`src/rtl/ifu_pkg.sv`:
```
// Shared types and constants for the instruction fetch unit.
package ifu_pkg;

   typedef enum logic [1:0] {
      IDLE = 2'd0,
      REQ  = 2'd1,
      WAIT = 2'd2,
      HOLD = 2'd3
   } ifu_state_t;

   localparam logic [1:0] F_NONE     = 2'd0;
   localparam logic [1:0] F_BUS      = 2'd1;
   localparam logic [1:0] F_MISALIGN = 2'd2;
   localparam logic [1:0] F_TIMEOUT  = 2'd3;

   localparam logic [31:0] DEF_RESET_PC = 32'h8000_0000;

endpackage

```
`src/rtl/ifu_timer.sv`:
```
// 16-bit saturating wait counter with clear/enable and a TIMEOUT-1 expiry compare.
module ifu_timer #(
   parameter int unsigned TIMEOUT = 255
) (
   input  logic clk,
   input  logic rst,
   input  logic clr,
   input  logic en,
   output logic expired
);

   logic [15:0] count;

   always_ff @(posedge clk or negedge rst) begin
      if (!rst) begin
         count <= '0;
      end else if (clr) begin
         count <= '0;
      end else if (en && (count != '1)) begin
         count <= count + 16'd1;
      end
   end

   assign expired = (count == 16'(TIMEOUT - 1));

endmodule

```
`src/rtl/ifu_fetch.sv`:
```
// Fetch stage: registered PC, valid/ready request/response to instruction memory,
// one instruction at a time presented to decode.
module ifu_fetch
   import ifu_pkg::*;
#(
   parameter logic [31:0] RESET_PC = DEF_RESET_PC,
   parameter int unsigned TIMEOUT  = 255
) (
   input  logic        clk,
   input  logic        rst,
   output logic        imem_req_valid,
   input  logic        imem_req_ready,
   output logic [31:0] imem_req_addr,
   input  logic        imem_rsp_valid,
   output logic        imem_rsp_ready,
   input  logic [31:0] imem_rsp_data,
   input  logic        imem_rsp_err,
   output logic        inst_valid,
   input  logic        inst_ready,
   output logic [31:0] inst,
   output logic [31:0] inst_pc,
   output logic [1:0]  inst_fault,
   input  logic [31:0] next_pc,
   output logic [31:0] pc
);

   ifu_state_t  state_q, state_d;
   logic [31:0] pc_q, pc_d;
   logic [31:0] inst_q, inst_d;
   logic [31:0] ipc_q, ipc_d;
   logic [1:0]  fault_q, fault_d;
   logic        misaligned;
   logic        expired;

   assign misaligned = (pc_q[1:0] != 2'b00);

   // Timer is held clear outside WAIT, so it always starts from zero on entry.
   ifu_timer #(.TIMEOUT(TIMEOUT)) u_timer (
      .clk     (clk),
      .rst     (rst),
      .clr     (state_q != WAIT),
      .en      (state_q == WAIT),
      .expired (expired)
   );

   always_ff @(posedge clk or negedge rst) begin
      if (!rst) begin
         state_q <= IDLE;
         pc_q    <= RESET_PC;
         inst_q  <= '0;
         ipc_q   <= '0;
         fault_q <= F_NONE;
      end else begin
         state_q <= state_d;
         pc_q    <= pc_d;
         inst_q  <= inst_d;
         ipc_q   <= ipc_d;
         fault_q <= fault_d;
      end
   end

   always_comb begin
      state_d = state_q;
      pc_d    = pc_q;
      inst_d  = inst_q;
      ipc_d   = ipc_q;
      fault_d = fault_q;
      case (state_q)
         IDLE: state_d = REQ;
         REQ: begin
            if (misaligned) begin
               state_d = HOLD;
               inst_d  = '0;
               ipc_d   = pc_q;
               fault_d = F_MISALIGN;
            end else if (imem_req_ready) begin
               state_d = WAIT;
            end
         end
         WAIT: begin
            // A response arriving on the expiry cycle takes priority over the timeout.
            if (imem_rsp_valid) begin
               state_d = HOLD;
               inst_d  = imem_rsp_err ? '0 : imem_rsp_data;
               ipc_d   = pc_q;
               fault_d = imem_rsp_err ? F_BUS : F_NONE;
            end else if (expired) begin
               state_d = HOLD;
               inst_d  = '0;
               ipc_d   = pc_q;
               fault_d = F_TIMEOUT;
            end
         end
         HOLD: begin
            if (inst_ready) begin
               state_d = REQ;
               pc_d    = next_pc;
            end
         end
         default: state_d = IDLE;
      endcase
   end

   assign imem_req_valid = (state_q == REQ) && !misaligned;
   assign imem_req_addr  = (state_q == REQ) ? pc_q : '0;
   assign imem_rsp_ready = (state_q == WAIT);
   assign inst_valid     = (state_q == HOLD);
   assign inst           = inst_q;
   assign inst_pc        = ipc_q;
   assign inst_fault     = fault_q;
   assign pc             = pc_q;

endmodule

```
`config.mk`:
```
export PLATFORM = sky130hd
export DESIGN_NAME = ifu_fetch
export DESIGN_NICKNAME = d
export VERILOG_FILES = /design/src/rtl/ifu_pkg.sv /design/src/rtl/ifu_timer.sv /design/src/rtl/ifu_fetch.sv
export SDC_FILE = /design/constraint.sdc
export NUM_CORES = 1
export LEC_CHECK = 0
export CAP_MARGIN = 0
export CORE_MARGIN = 2
export CORE_UTILIZATION = 30
export CTS_CLUSTER_DIAMETER = 60
export DETAILED_ROUTE_END_ITERATION = 12
export GPL_TIMING_DRIVEN = 1
export PLACE_DENSITY = 0.63
export SLEW_MARGIN = 20
export SYNTH_ARGS = -nofsm -noshare
export SYNTH_HDL_FRONTEND = slang
export SYNTH_HIERARCHICAL = 1
export SYNTH_SLANG_ARGS = --single-unit
```
`constraint.sdc`:
```
create_clock -name clk -period 3.3 [get_ports clk]
set_input_delay 0.825 -clock clk [delete_from_list [all_inputs] [get_ports clk]]
set_output_delay 0.825 -clock clk [all_outputs]
set_load 0.01 [all_outputs]
```
After elaboration in Yosys (flattened, before gate mapping)
Index checks and enable logic that the tools add are counted.
{ "op_classes": {"n_addsub": 1, "n_mux": 22, "eq_ne": 10, "reduce_logical": 10} }
{ "ops": {"columns": ["operator", "n"], "rows": [
  ["32-bit two-way mux", 8],
  ["32-bit one-hot mux with 2 select lines", 2],
  ["16-bit two-way mux", 2],
  ["16-bit by 1-bit adder with 16-bit output (second input constant)", 1],
  ["16-bit by 8-bit == test with 1-bit output (second input constant)", 1],
  ["16-bit inequality test (second input constant)", 1],
  ["2-bit two-way mux", 7],
  ["2-bit one-hot mux with 4 select lines", 1],
  ["3-bit inequality test (second input constant)", 2],
  ["3-bit AND reduction", 2],
  ["2-bit nonzero test", 3],
  ["2-bit == test (second input constant)", 2],
  ["2-bit inequality test (second input constant)", 2],
  ["2-bit one-hot mux with 2 select lines", 1],
  ["2-bit by 1-bit == test with 1-bit output (second input constant)", 1],
  ["1-bit logical AND", 2],
  ["2-bit zero test", 1],
  ["2-bit by 1-bit inequality test with 1-bit output (second input constant)", 1],
  ["2-bit AND reduction", 1],
  ["1-bit zero test", 1],
  ["1-bit two-way mux", 1]
]} }
{ "totals": {"out_inout_bits": 133, "elab_cells": 49, "input_bits": 70, "regBits": 116} }

Depth between registers and ports, before layout
Gate-level depths: netlist of run 1.
{ "depth": {"ltp_word": 4, "ltp_mapped": 10, "depth_no_buf": 8} }

Hierarchy
The synthesis of run 1 kept the hierarchy.
{ "by_module_without_submodules": {"columns": ["mod", "area_per_inst_um2", "cells_per_inst", "n_inst", "seq_area_each_um2"], "rows": [
  ["ifu_fetch", 4095.2, 273, 1, 2503.7],
  ["ifu_timer", 979.7, 108, 1, 400.4]
]} }

Least setup slack after synthesis of run 1
OpenSTA, ideal clock, no wires.
{ "synth_timing": {"path_type": "flip-flop to flip-flop", "startpoint": "register u_timer.count[0]", "endpoint": "register ipc_q[26] (netlist: inst_pc[26])", "t_required_ps": 3173, "setup_time_ps": 127, "setup_slack_ps": 1166, "path_stages_with_launch": 11, "arrival_ps": 2007, "n_path_buf": 2, "period_less_slack_ps": 2134, "cell_sequence": "dfrtp_1 -> inv_1 -> ha_1 -> nor4b_1 -> nand4_1 -> nor3_1 -> or3b_1 -> nand3_4 -> buf_12 -> buf_6 -> mux2_1"} }
{ "synth_via": {"elab_chain_cells": 3} }
{ "synth_rtl": {"columns": ["element", "line", "text"], "rows": [
  ["from (decl)", "ifu_timer.sv:12", "logic [15:0] count;"],
  ["from (signal assigned)", "ifu_timer.sv:20", "count <= count + 16'd1;"],
  ["16-bit by 8-bit == test with 1-bit output", "ifu_timer.sv:24", "assign expired = (count == 16'(TIMEOUT - 1));"],
  ["via expired", "ifu_fetch.sv:33", "logic expired;"],
  ["3-bit inequality test (no source line)", null, null],
  ["3-bit AND reduction (no source line)", null, null],
  ["to (signal assigned)", "ifu_fetch.sv:57", "ipc_q <= ipc_d;"],
  ["to (decl)", "ifu_fetch.sv:30", "logic [31:0] ipc_q, ipc_d;"]
]} }
The timed path passes the listed nets, and every way through them passes these cells.
A chain may end at the register's enable or synchronous reset.

Final worst setup path of run 1
{ "layout_timing": {"startpoint": "register state_q[1]", "endpoint": "output port imem_req_valid"} }
{ "layout_via": {"elab_chain_cells": 2} }
{ "layout_rtl": {"columns": ["element", "line", "text"], "rows": [
  ["from (decl)", "ifu_fetch.sv:27", "ifu_state_t state_q, state_d;"],
  ["from (signal assigned)", "ifu_fetch.sv:54", "state_q <= state_d;"],
  ["2-bit by 1-bit == test with 1-bit output", "ifu_fetch.sv:104", "assign imem_req_valid = (state_q == REQ) && !misaligned;"],
  ["1-bit logical AND", "ifu_fetch.sv:104", null],
  ["to (decl)", "ifu_fetch.sv:11", "output logic imem_req_valid,"]
]} }
No other way between the ends.

==> results of run 1 <==
## kinds of logic (layout without fill, tap and decap cells)
| group | Yosys count | count (layout) |
|---|---|---|
| AND/OR/NAND/NOR | 97 | 97 |
| AO/OA/AOI/OAI | 69 | 69 |
| buffers and inverters | 29 | 246 |
| adder cells (fa/ha/maj) | 5 | 5 |
| multiplexers | 65 | 65 |
| flip-flops | 116 | 116 |
## state kept, by name, summed over array words and instances (netlist names)
signal,flops
inst_pc,32
inst,32
state_q,2
u_timer/count,16
inst_fault,2
pc,32
## layout by cell type, fill, tap and decap left out, types with 4 or more instances in the layout
cell / count
clkdlybuf4s50_1: 201
dfrtp_1: 115
mux2_2: 49
and2_1: 34
a22o_1: 34
clkbuf_16: 17
a21oi_1: 16
mux2_4: 10
nand3_1: 8
nand2_1: 7
nor2_1: 6
o31ai_1: 6
inv_1: 5
mux2_1: 5
ha_1: 5
bufinv_16: 5
buf_4: 5
nand4_1: 5
nor3_1: 5
and4_1: 5
or4_1: 5
o21ai_0: 5
clkinvlp_4: 4
or3_1: 4
## synthesized netlist by cell type, drive strengths merged
master       instances  share of area [%]
a32o                 1               0.20
a31oi                1               0.12
o211a                1               0.20
dfrtp              115                 57
nand2                7               0.52
o2bb2ai              1               0.17
a21oi               16                1.6
nor2b                2               0.25
o21ai                5               0.49
buf                 17                3.1
nand2b               2               0.25
and3                 2               0.27
and4                 6                1.1
a21o                 1               0.15
o22a                 1               0.17
and2                34                4.2
dfstp                1               0.52
inv                  6               0.44
nor4b                1               0.17
or2                  1               0.12
a21boi               1               0.15
nor4                 1               0.12
or3b                 2               0.35
ha                   5                1.2
nor3                 6               0.69
or4                  5               0.74
o31ai                6               0.89
or3                  7                1.0
dlygate4sd1          1               0.17
nor2                 6               0.44
mux2                64                 15
a311oi               1               0.17
a22o                34                5.9
mux2i                1               0.20
nand3                9                1.1
nand4                6               0.86
clkbuf               5               0.39
## power groups by stage
stage / clock, W / combinational (W) / sequential, W
floorplan: 0 / 0.00169 / 0.00258
global route: 0.00215 / 0.00388 / 0.00248
CTS: 0.00207 / 0.00369 / 0.00241
detailed placement: 0 / 0.00367 / 0.00243
finish: 0.00202 / 0.00362 / 0.00241
global placement: 0 / 0.00361 / 0.00240
## worst register-to-register path, cell delays in order, from the launching register on
cell and delay [ns]:
dfrtp_1 0.40, inv_1 0.10, ha_1 0.14, nor4b_1 0.23
nand4_1 0.13, nor3_1 0.33, or3b_1 0.26, nand3_4 0.47
buf_12 0.38, a32o_1 0.24
## routing by layer
metal | GRT usage, % | vias up | wire [um]
met5 | 0 | - | 0
met4 | 5.61 | 0 | 185
met2 | 24.8 | 150 | 6420
met1 | 18.1 | 1910 | 5600
li1 | - | 1808 | -
met3 | 6.76 | 12 | 1170
## final timing paths
| check | start | end | slack (ns) | cells past startpoint |
|---|---|---|---|---|
| worst max-delay path | state_q[1] | imem_req_valid | 0.21 | 5 |
| max in group asynchronous | rst | u_timer/count[1] | 2.30 | 2 |
| min in group clk | inst_pc[29] | inst_pc[29] | 0.49 | 1 |
| worst min register to register | inst_pc[29] | inst_pc[29] | 0.49 | 1 |
| worst min-delay path | rst | inst[8] | 0.44 | 2 |
| worst max register to register | u_timer/count[0] | inst_fault[0] | 0.52 | 9 |
## final cells by class
cell class                 count  area share (%)
sequential                   116            36.7
timing repair buffer         208            26.4
multi-input combinational    236            24.9
clock buffer                  20            5.77
tap                          220            3.47
clock inverter                12            2.56
inverter                       6           0.284
## per-stage QoR
stage | instances | power [W]
floorplan | 381 | 0.00427
global placement | 786 | 0.00601
detailed placement | 786 | 0.00610
CTS | 818 | 0.00817
global route | 818 | 0.00851
finish | 818 | 0.00805
==> flow_summary.ini, run 1 <==
[power_and_ir_drop]
irDropWorstVdd_v = 0.000549
pwr-share-comb_pct = 45.0
pwr-share-seq_pct = 29.9
p_sw_w = 0.00252
switching_share_pct = 31.2
clkPwrFrac_pct = 25.1
power.internal_w = 0.00554
power_leakage_nw = 3.31
power_density_nw_per_um2 = 1020

[route]
ant_nets = 0
drtPass1Iterations = 4
drcViolationCount = 0
routed_wirelength_mm = 13.4
viasPerCell = 4.74
drt_first_iter_violations = 119
vias = 3880
post_drt_wl_per_cell_um = 16.4

[timing]
fin_ws_ns = 0.212
hold_violations = 0
grt_setup_unrepaired = no
hold_slack_ns = 0.440
max_freq_mhz = 324
skew_ns = 0.0103
tns_ns = 0
post-route-period-util_pct = 93.6
setup_violations = 0
maxSlewHeadroom_pct = 55.0
layout_min_cycle_time_ns = 3.09
report.final.slew_viol_count = 0
worst_pin_slew_ns = 0.674

[logic_synthesis]
yosys.area_share.adder_pct = 1.23
syn-instance-count = 381
synth_compound_area_share_pct = 10.2
syn_nets = 456
synth_cell_type_count = 52
netlist_area_um2 = 5070
yosys.area_share.simple_pct = 12.2
synth_top_family_by_area = multiplexers
synth_warnings = 6
synth-seq-cells = 116
syn_avg_cell_area_um2 = 13.3
synth-xor-area-share_pct = 0
seq_area_frac_synth_pct = 57.2
yosys-mux-area-fraction_pct = 15.1

[status]
status = completed

[placement]
place_area_um2 = 7260
hpwl_mm = 9.31
io_buffers = 202
place_congestion = 0.812
pre_cts_slack_ns = 0.476

[clock_tree]
clkTransAtPathRegs_ns = 0.05
clock_sinks = 116
cts_tree = yes
hold_buffers = 0
insertion_delay_ns = 0.42
cts_root_buf = clkbuf_16
cts_made_buffers = 17
cts_resized = 0
cts_setup_buffers = 0
h-tree-depth = 4
clockBufferDepth = 2

[critical_path]
crit_family = buffers and inverters
cp_max_fo = 6
path_cells = inv_1 -> ha_1 -> or3b_1 -> inv_2 -> clkdlybuf4s50_1
endpoint_kind = output port
required_ns = 2.47
crit_type = flip-flop to output port
slowest_stage = clkdlybuf4s50_1
critPathBufInv = 3
start_kind = flip-flop
slowest_delay_ns = 0.57
cp.arrival_ns = 2.26

[floorplanning]
initial_core_util_pct = 30.6
die_area_um2 = 18000
die_x_um = 134
core_area_um2 = 16600
num_io_pins = 203
die_y_um = 134
rows = 47

[global_route]
grt_first_pass_wirelength_mm = 21.2
grt_max_degree = 117
antenna_found_initial = 0
globalRouteOverflowTotal = 0
grt_usage_pct = 15.3
grt_pass1_vias = 4024

[flow_run]
cap_violations = 0

[min_path]
hold_path_class = input port to asynchronous set/reset pin

[layout]
multiInputGateArea_um2 = 1970
antenna_cells = 0
final_cell_area_um2 = 7920
area_growth_pct = 56.1
fillCellCount = 1470
nNetsFinal = 660
utilization_pct = 47.8
area.sequential_um2 = 2900
drive_gt1_share_pct = 18.1
Note: power is estimated with default switching activity, not from simulation.
==> run 2: changes to the inputs <==
Settings changed: CORE_MARGIN 2 to default, MAX_ROUTING_LAYER from default to met4.
==> flow_summary.ini, run 2 (synthesis gave the netlist of run 1 again) <==
[status]
status = completed

[timing]
setup_violations = 0
hold_slack_ns = 0.379
grt_setup_unrepaired = no
hold_violations = 0
tns_ns = 0
maxSlewHeadroom_pct = 59.3
report.final.slew_viol_count = 0
skew_ns = 0.00693
post-route-period-util_pct = 92.6
worst_pin_slew_ns = 0.609
layout_min_cycle_time_ns = 3.06
max_freq_mhz = 327
fin_ws_ns = 0.244

[global_route]
grt_pass1_vias = 4006
grt_usage_pct = 16.2
grt_max_degree = 81
grt_first_pass_wirelength_mm = 21.1
globalRouteOverflowTotal = 0
antenna_found_initial = 1

[critical_path]
start_kind = flip-flop
endpoint_kind = output port
cp.arrival_ns = 2.23
reg2regPathDepth = 9
required_ns = 2.47
crit_type = flip-flop to output port
cp_max_fo = 6

[layout]
nNetsFinal = 663
layout_commonest_cell = clkdlybuf4s50_1
layout_common_cells = 201 x clkdlybuf4s50_1, 115 x dfrtp_1, 49 x mux2_2
drive_gt1_share_pct = 18.3
area_growth_pct = 55.7

[clock_tree]
cts_made_buffers = 17
hold_buffers = 0
cts_resized = 0
clockBufferDepth = 2
clock_sinks = 116
clkTransAtPathRegs_ns = 0.05
cts_tree = yes
insertion_delay_ns = 0.41
cts_root_buf = clkbuf_16
cts_setup_buffers = 0
h-tree-depth = 4

[route]
drcViolationCount = 0
vias = 3900
post_drt_wl_per_cell_um = 15.9
drtPass1Iterations = 4
viasPerCell = 4.74
routed_wirelength_mm = 13.1
ant_nets = 0
drt_first_iter_violations = 109

[floorplanning]
num_io_pins = 203
die_area_um2 = 17400
die_y_um = 132
core_area_um2 = 16500
rows = 47
initial_core_util_pct = 30.7
die_x_um = 132

[placement]
pre_cts_slack_ns = 0.527
place_congestion = 0.792
hpwl_mm = 9.32
io_buffers = 202

[power_and_ir_drop]
power_leakage_nw = 3.32
irDropWorstVdd_v = 0.000531
p_total_w = 0.00795
power_density_nw_per_um2 = 1010

[flow_run]
cap_violations = 0

[min_path]
hold_path_class = input port to asynchronous set/reset pin
-- run 2: critical path: stages (launching register included) --
cell	delay [ns]
dfrtp_1	0.40
inv_1	0.09
ha_1	0.16
or3b_1	0.48
inv_2	0.13
clkdlybuf4s50_1	0.56
-- run 2: final timing paths --
kind	to	from	slack, ns
max in group asynchronous	pc[31]	rst	2.10
min reg2reg	inst_pc[27]	inst_pc[27]	0.49
max	imem_req_valid	state_q[1]	0.24
max reg2reg	inst_pc[26]	u_timer/count[0]	0.67
min in group clk	inst_pc[27]	inst_pc[27]	0.49
min	inst[20]	rst	0.38
-- run 2: per-layer routing --
layer	track usage, %	wire length [um]
met5	-	0
met4	5.81	138
met3	6.42	1120
met2	25.3	6330
met1	18.7	5520
-- run 2: area by class of cell --
type / instances / area (um2)
repair buffers: 211 / 2100
inverters: 6 / 22.5
clock buffers: 22 / 474
diodes: 1 / 2.50
flip-flops and latches: 116 / 2900
multi-input cells: 236 / 1970
fillers: 1473 / 8620
well taps: 220 / 275
clock inverters: 10 / 153
-- run 2: through the flow --
stage	cell area, um2	util (%)	std cells
4_1_cts	7900	47.8	821
3_5_place_dp	7270	44.0	789
6_report	7900	47.8	822
5_1_grt	7900	47.8	822
3_3_place_gp	7270	44.0	789
2_1_floorplan	5070	-	381
-- run 2: report_power, final --
part           switching [W]  leakage, nW  internal (W)  total, W
logic                0.00144         1.55       0.00217   0.00361
clock network       0.000622        0.310       0.00131   0.00194
registers           0.000416         1.46       0.00199   0.00241
